## src/rtl/tse_ddr_bridge_pkg.sv

```systemverilog
// tse_ddr_bridge_pkg: shared FSM encoding and requester ids for the TSE-to-DDR bridge arbiter
package tse_ddr_bridge_pkg;
  typedef enum logic [1:0] {
    IDLE  = 2'd0,
    LOCK0 = 2'd1,
    LOCK1 = 2'd2
  } state_e;
  localparam logic RID_TSE_RX = 1'b0;
  localparam logic RID_TSE_TX = 1'b1;
endpackage

```

## src/rtl/tse_ddr_bridge_tag_fifo.sv

```systemverilog
// tse_ddr_bridge_tag_fifo: 1-bit register FIFO recording which requester owns each outstanding read
module tse_ddr_bridge_tag_fifo #(
  parameter int DEPTH = 16,
  parameter int AW    = 4
) (
  input  logic        clk,
  input  logic        reset,
  input  logic        push,
  input  logic        din,
  input  logic        pop,
  output logic        dout,
  output logic        full,
  output logic        empty,
  output logic [AW:0] count
);
  logic [DEPTH-1:0] mem_q, mem_d;
  logic [AW-1:0]    wp_q, wp_d, rp_q, rp_d;
  logic [AW:0]      cnt_q, cnt_d;
  logic             do_push, do_pop;
  assign full  = cnt_q == (AW+1)'(DEPTH);
  assign empty = cnt_q == '0;
  assign dout  = mem_q[rp_q];
  assign count = cnt_q;
  always_comb begin
    do_push = push & ~full;
    do_pop  = pop & ~empty;
    mem_d   = mem_q;
    if (do_push) mem_d[wp_q] = din;
    wp_d  = wp_q + AW'(do_push);
    rp_d  = rp_q + AW'(do_pop);
    cnt_d = cnt_q + (AW+1)'(do_push) - (AW+1)'(do_pop);
  end
  always_ff @(posedge clk or posedge reset) begin
    if (reset) begin
      mem_q <= '0;
      wp_q  <= '0;
      rp_q  <= '0;
      cnt_q <= '0;
    end else begin
      mem_q <= mem_d;
      wp_q  <= wp_d;
      rp_q  <= rp_d;
      cnt_q <= cnt_d;
    end
  end
endmodule

```

## src/rtl/tse_ddr_bridge_arbiter.sv

```systemverilog
// tse_ddr_bridge_arbiter: round-robin share of the bridge slave port between TSE RX-write and TX-read masters,
// with in-order read responses steered back through a tag FIFO.
module tse_ddr_bridge_arbiter
  import tse_ddr_bridge_pkg::*;
#(
  parameter int ADDR_W    = 23,
  parameter int DATA_W    = 32,
  parameter int BE_W      = 4,
  parameter int TAG_DEPTH = 16,
  parameter int TAG_AW    = 4
) (
  input  logic              clk,
  input  logic              reset,
  input  logic [ADDR_W-1:0] r0_address,
  input  logic [BE_W-1:0]   r0_byteenable,
  input  logic              r0_read,
  input  logic              r0_write,
  input  logic [DATA_W-1:0] r0_writedata,
  output logic              r0_waitrequest,
  output logic [DATA_W-1:0] r0_readdata,
  output logic              r0_readdatavalid,
  output logic              r0_endofpacket,
  input  logic [ADDR_W-1:0] r1_address,
  input  logic [BE_W-1:0]   r1_byteenable,
  input  logic              r1_read,
  input  logic              r1_write,
  input  logic [DATA_W-1:0] r1_writedata,
  output logic              r1_waitrequest,
  output logic [DATA_W-1:0] r1_readdata,
  output logic              r1_readdatavalid,
  output logic              r1_endofpacket,
  output logic [ADDR_W-1:0] d_address,
  output logic [BE_W-1:0]   d_byteenable,
  output logic              d_read,
  output logic              d_write,
  output logic [DATA_W-1:0] d_writedata,
  input  logic              d_waitrequest,
  input  logic [DATA_W-1:0] d_readdata,
  input  logic              d_readdatavalid,
  input  logic              d_endofpacket,
  output logic              rsp_error
);
  state_e          state_q, state_d;
  logic            last_q, last_d, rsp_error_q, rsp_error_d;
  logic            e0, e1, blk, gv, gid, greq, g_read, g_write, acc;
  logic            tag_push, tag_full, tag_empty, tag_head;
  logic [TAG_AW:0] tag_count;

  // registered count only: a same-cycle pop must not unblock a read
  assign blk = tag_count == (TAG_AW+1)'(TAG_DEPTH);

  always_comb begin
    e0       = (r0_read | r0_write) & ~(r0_read & blk);
    e1       = (r1_read | r1_write) & ~(r1_read & blk);
    gid      = state_q == LOCK0 ? RID_TSE_RX :
               state_q == LOCK1 ? RID_TSE_TX :
               (e0 & e1) ? ~last_q : e1;
    gv       = (state_q != IDLE) | e0 | e1;
    greq     = gid ? (r1_read | r1_write) : (r0_read | r0_write);
    g_read   = gv & (gid ? r1_read : r0_read);
    g_write  = gv & (gid ? r1_write : r0_write);
    acc      = (g_read | g_write) & ~d_waitrequest;
    tag_push = acc & g_read & ~tag_full;
    last_d   = acc ? gid : last_q;
    state_d  = state_q;
    if (state_q == IDLE) begin
      if (gv & d_waitrequest) state_d = gid ? LOCK1 : LOCK0;
    end else if (~greq | ~d_waitrequest) state_d = IDLE;
    rsp_error_d = rsp_error_q | (d_readdatavalid & tag_empty);
  end

  always_ff @(posedge clk or posedge reset) begin
    if (reset) begin
      state_q     <= IDLE;
      last_q      <= RID_TSE_TX;
      rsp_error_q <= 1'b0;
    end else begin
      state_q     <= state_d;
      last_q      <= last_d;
      rsp_error_q <= rsp_error_d;
    end
  end

  tse_ddr_bridge_tag_fifo #(.DEPTH(TAG_DEPTH), .AW(TAG_AW)) u_tag_fifo (
    .clk   (clk),
    .reset (reset),
    .push  (tag_push),
    .din   (gid),
    .pop   (d_readdatavalid),
    .dout  (tag_head),
    .full  (tag_full),
    .empty (tag_empty),
    .count (tag_count)
  );

  assign d_read         = g_read & ~reset;
  assign d_write        = g_write & ~reset;
  assign d_address      = gid ? r1_address : r0_address;
  assign d_byteenable   = gid ? r1_byteenable : r0_byteenable;
  assign d_writedata    = gid ? r1_writedata : r0_writedata;
  assign r0_waitrequest = reset | ~gv | (gid != RID_TSE_RX) | d_waitrequest;
  assign r1_waitrequest = reset | ~gv | (gid != RID_TSE_TX) | d_waitrequest;
  assign r0_readdatavalid = d_readdatavalid & ~tag_empty & (tag_head == RID_TSE_RX);
  assign r1_readdatavalid = d_readdatavalid & ~tag_empty & (tag_head == RID_TSE_TX);
  assign r0_endofpacket = d_endofpacket & r0_readdatavalid;
  assign r1_endofpacket = d_endofpacket & r1_readdatavalid;
  assign r0_readdata    = d_readdata;
  assign r1_readdata    = d_readdata;
  assign rsp_error      = rsp_error_q;
endmodule

```

## config.mk

```make
export PLATFORM = sky130hd
export DESIGN_NAME = tse_ddr_bridge_arbiter
export DESIGN_NICKNAME = d
export VERILOG_FILES = /design/src/rtl/tse_ddr_bridge_pkg.sv /design/src/rtl/tse_ddr_bridge_tag_fifo.sv /design/src/rtl/tse_ddr_bridge_arbiter.sv
export SDC_FILE = /design/constraint.sdc
export NUM_CORES = 1
export LEC_CHECK = 0
export ABC_AREA = 0
export BUFFER_PORTS_ARGS = -buffer_cell sky130_fd_sc_hd__buf_4
export CAP_MARGIN = 20
export CORE_AREA = 2 2 114 116
export DETAILED_ROUTE_END_ITERATION = 7
export DIE_AREA = 0 0 116 118
export PLACE_DENSITY_LB_ADDON = 0.15
export SETUP_SLACK_MARGIN = 0.1
export SYNTH_ARGS = -nofsm -noshare
export SYNTH_HDL_FRONTEND = slang
export SYNTH_HIERARCHICAL = 1
export SYNTH_SLANG_ARGS = --single-unit
```

## constraint.sdc

```tcl
create_clock -name clk -period 3.5 [get_ports clk]
set_input_delay 0.175 -clock clk [delete_from_list [all_inputs] [get_ports clk]]
set_output_delay 0.175 -clock clk [all_outputs]
set_load 0.005 [all_outputs]
```

==> key figures <==
Final layout
  – Most frequent cells in the layout: buf_4 (199), mux2_2 (52), dfrtp_1 (32), mux2_1 (23), inv_1 (13)
  – P&R area growth vs syn: 43.5%
  – Register Area: 827 sq um
  – Nets: 609
  – Area of the multi-input gates: approximately 0.0018 sq mm
  – Share of cells above drive strength 1: between 60 and 70%
  – Final Instance Count excl. Fillers: ~620
  – Most common cell after layout, fill and taps aside: buf_4
  – FILL cells: 1,280

Placement
  – Inst Count DP: 603
  – DP Wirelength: 11,100 microns
  – Final Wtd Congestion: 0.799
  – PortBufs: 194

Setup path
  – Reg2reg start: state_q[0]
  – Critical path cell sequence: a21oi_1 > a31o_2 > a21oi_1 > nor3_2 > nand2_4 > ha_1 > inv_1 > ha_1 > inv_1 > fa_1 > inv_1 > a21oi_1 > o21bai_1 > xnor2_1
  – CP Capture Type: flop
  – Crit-path slowest cell: dfrtp_1
  – Startpoint types: flop
  – CP arrival: roughly 3.3 ns
  – Critical path data required time: around 3.7 ns
  – Crit Path Max Fanout: 10
  – CP max stage delay: 0.42 ns
  – Critical Path Start: state_q[0]
  – Type of the worst setup path: flop to flop
  – R2R depth: 14

Die
  – Top Ports: between 200 and 300
  – Total core area: 0.0124 sq mm
  – Chip height: 118 microns
  – Row cnt: 41
  – Initial Utilization: 25.6%
  – Area of the die: between 0.01 and 0.015 sq mm
  – Die X: 116 microns

Global routing
  – Initial antenna violation count: 13
  – Largest net degree at the start of global routing: 67
  – Vias in the first global route: 2,776
  – M3 GR Usage: 15.2%
  – Total congestion overflow: 0
  – First-pass GRT wire length: 17,600 microns
  – Total GRT Usage: 17.8%
  – Routing usage on met1: 19.6%
  – Most Crowded Layer GR: met2
  – M2 GR Usage: 26.0%

Timing
  – Worst Skew: 0.00497 ns
  – Max-slew violation count: 0
  – Final setup fails: 0
  – RSZ-0062 raised after global routing: false
  – Crit share post-route: 88.0%
  – Fin crit period: 3.08 ns
  – Hold Fails Final Rpt: 0
  – Setup TNS: 0 ns
  – Max-slew headroom: 41.1%
  – Max Fclk: 325 MHz
  – Worst Tran Pin Value: around 0.9 ns

Routing
  – Via density: roughly 4.4
  – DRT iter0 DRCs: 122
  – Via count: between 2,000 and 3,000
  – Routed WL: 12,700 microns
  – Routed Antenna Nets: 0
  – Drt first pass iters: 4
  – Residual DRC count: 0
  – WL/cell: 20.5 microns

Power and ir drop
  – Flop pwr share: ~22%
  – Net Sw Frac: 37.0%
  – Max IR drop VDD: 0.355 mV
  – Internal Pwr Total: around 2.2 mW
  – PwrDens: between 700 and 800 mW/mm^2
  – Lkg Pwr: 2.20 nW
  – P_sw: 1.27 mW
  – Logic pwr share: 63.0%
  – Clock power frac: roughly 15%

Min path
  – HP Start: d_readdatavalid
  – Hold WC Path Type: input port to flop
  – Hold path depth: 2

Synthesis
  – Syn nets: 473
  – Post-Syn Area per Cell: 10.5 sq um
  – Synth async-reset ratio: 100%
  – Synth cell types: 53
  – Synth warn: 6
  – Mapped Area: 0.00318 sq mm
  – Yosys reg bits: 33
  – Cells after Synth: 303
  – Post-synth EDFFs: 0
  – Synth Flop Type: dfrtp_1
  – Sequential cell area fraction in the yosys report: between 20% and 30%

Job
  – Max-cap viol count: 0

Clocking
  – Setup Buffers After CTS: 0
  – Max Buffers Root-to-Sink: 2
  – Clk sink count: 33
  – Root Driver: clkbuf_16
  – Worst-Skew Late Latency: 0.28 ns
  – CTS Buf Count: 5
  – Clk pin slew, worst setup/hold paths: 0.05 ns
  – CTS tree: yes
  – H-tree depth: 2

Status
  – Status: complete, no violations
==> flip-flops by register name, summed over array words and instances (netlist names) <==
| name | cells |
|---|---|
| u_tag_fifo/rp_q | 4 |
| u_tag_fifo/mem_q | 16 |
| u_tag_fifo/count | 5 |
| last_q | 1 |
| u_tag_fifo/wp_q | 4 |
| state_q | 2 |
| rsp_error | 1 |
==> metrics by stage <==
stage	worst slack (ns)	util (%)	area [sq um]	power, mW	hold WS, ns
2_1_floorplan	0.539	-	3180	2.17	-0.0596
3_3_place_gp	0.373	35.0	4350	2.94	0.111
3_5_place_dp	0.299	35.0	4350	2.95	0.108
5_1_grt	0.109	36.6	4550	3.71	0.186
6_report	0.420	36.8	4570	3.44	0.172
4_1_cts	0.268	36.5	4530	3.49	0.178
==> cell families (layout without fill, tap and decap cells) <==
group	Yosys count	in the layout	synth area share (%)
buf+inv	86	223	19.1
mux	81	81	30.5
simple gates	61	61	12.0
flops	33	33	26.0
compound gates	23	23	5.62
fa+ha+maj	11	11	4.56
xor+xnor	8	8	2.20
other cells	0	10	0
==> cell type report <==
cell class / count / share of cell area, %
inverters: 15 / 1.23
clock buffers: 6 / 3.04
clock inverters: 2 / 0.822
repair buffers: 200 / 32.9
diodes: 10 / 0.548
well taps: 172 / 4.71
flip-flops and latches: 33 / 18.1
multi-input cells: 184 / 38.6
==> worst max-delay path: cells and delay by family, from the launching register on <==
family	cells	cell delay, ns
xor+xnor	1	0.13
flops	1	0.42
simple gates	2	0.45
fa+ha+maj	3	0.87
compound gates	5	0.94
buf+inv	3	0.18
==> per-layer routing <==
metal / routed length (microns) / up-vias
met1: 4950 / 1219
met5: 48 / -
met3: 2200 / 22
met4: 187 / 6
li1: - / 1303
met2: 5340 / 169
==> power groups by stage <==
stage	clock network (mW)	logic, mW	registers (mW)
global route	0.547	2.37	0.792
global placement	0	2.17	0.764
CTS	0.525	2.20	0.763
finish	0.512	2.17	0.761
detailed placement	0	2.18	0.769
floorplan	0	1.45	0.724
==> synth_stat cells, types with 2 or more instances <==
master | count | share of area (%)
buf_4 | 64 | 15
mux2_2 | 52 | 18
dfrtp_1 | 32 | 25
mux2_1 | 23 | 8.1
inv_1 | 13 | 1.5
nor3_1 | 13 | 2.0
nor2_1 | 12 | 1.4
ha_1 | 10 | 3.9
a21oi_1 | 6 | 0.94
buf_6 | 6 | 2.1
nand2_1 | 5 | 0.59
nand3_1 | 5 | 0.79
nand2b_1 | 4 | 0.79
xnor2_1 | 4 | 1.1
xor2_1 | 4 | 1.1
mux4_1 | 3 | 2.5
nor2b_1 | 3 | 0.59
o21ai_0 | 3 | 0.47
a21o_1 | 2 | 0.47
a31o_2 | 2 | 0.55
inv_2 | 2 | 0.24
nor4_1 | 2 | 0.39
o311ai_0 | 2 | 0.55
or2_2 | 2 | 0.39
==> worst paths after layout <==
| check | endpoint | slack, ns |
|---|---|---|
| min reg2reg | u_tag_fifo/mem_q[5] | 0.48 |
| min | rsp_error | 0.17 |
| max | u_tag_fifo/count[4] | 0.42 |
| min in group asynchronous | rsp_error | 0.38 |
| max in group asynchronous | u_tag_fifo/count[3] | 2.38 |
| max reg2reg | u_tag_fifo/count[4] | 0.42 |
==> what timing repair did <==
item	4_1_cts	5_1_grt
hold buffers	1	0
endpoints found under the setup margin	0	1
resized for setup	0	2
endpoints found under the hold margin	15	0
Power figures use the tool's default switching activity.
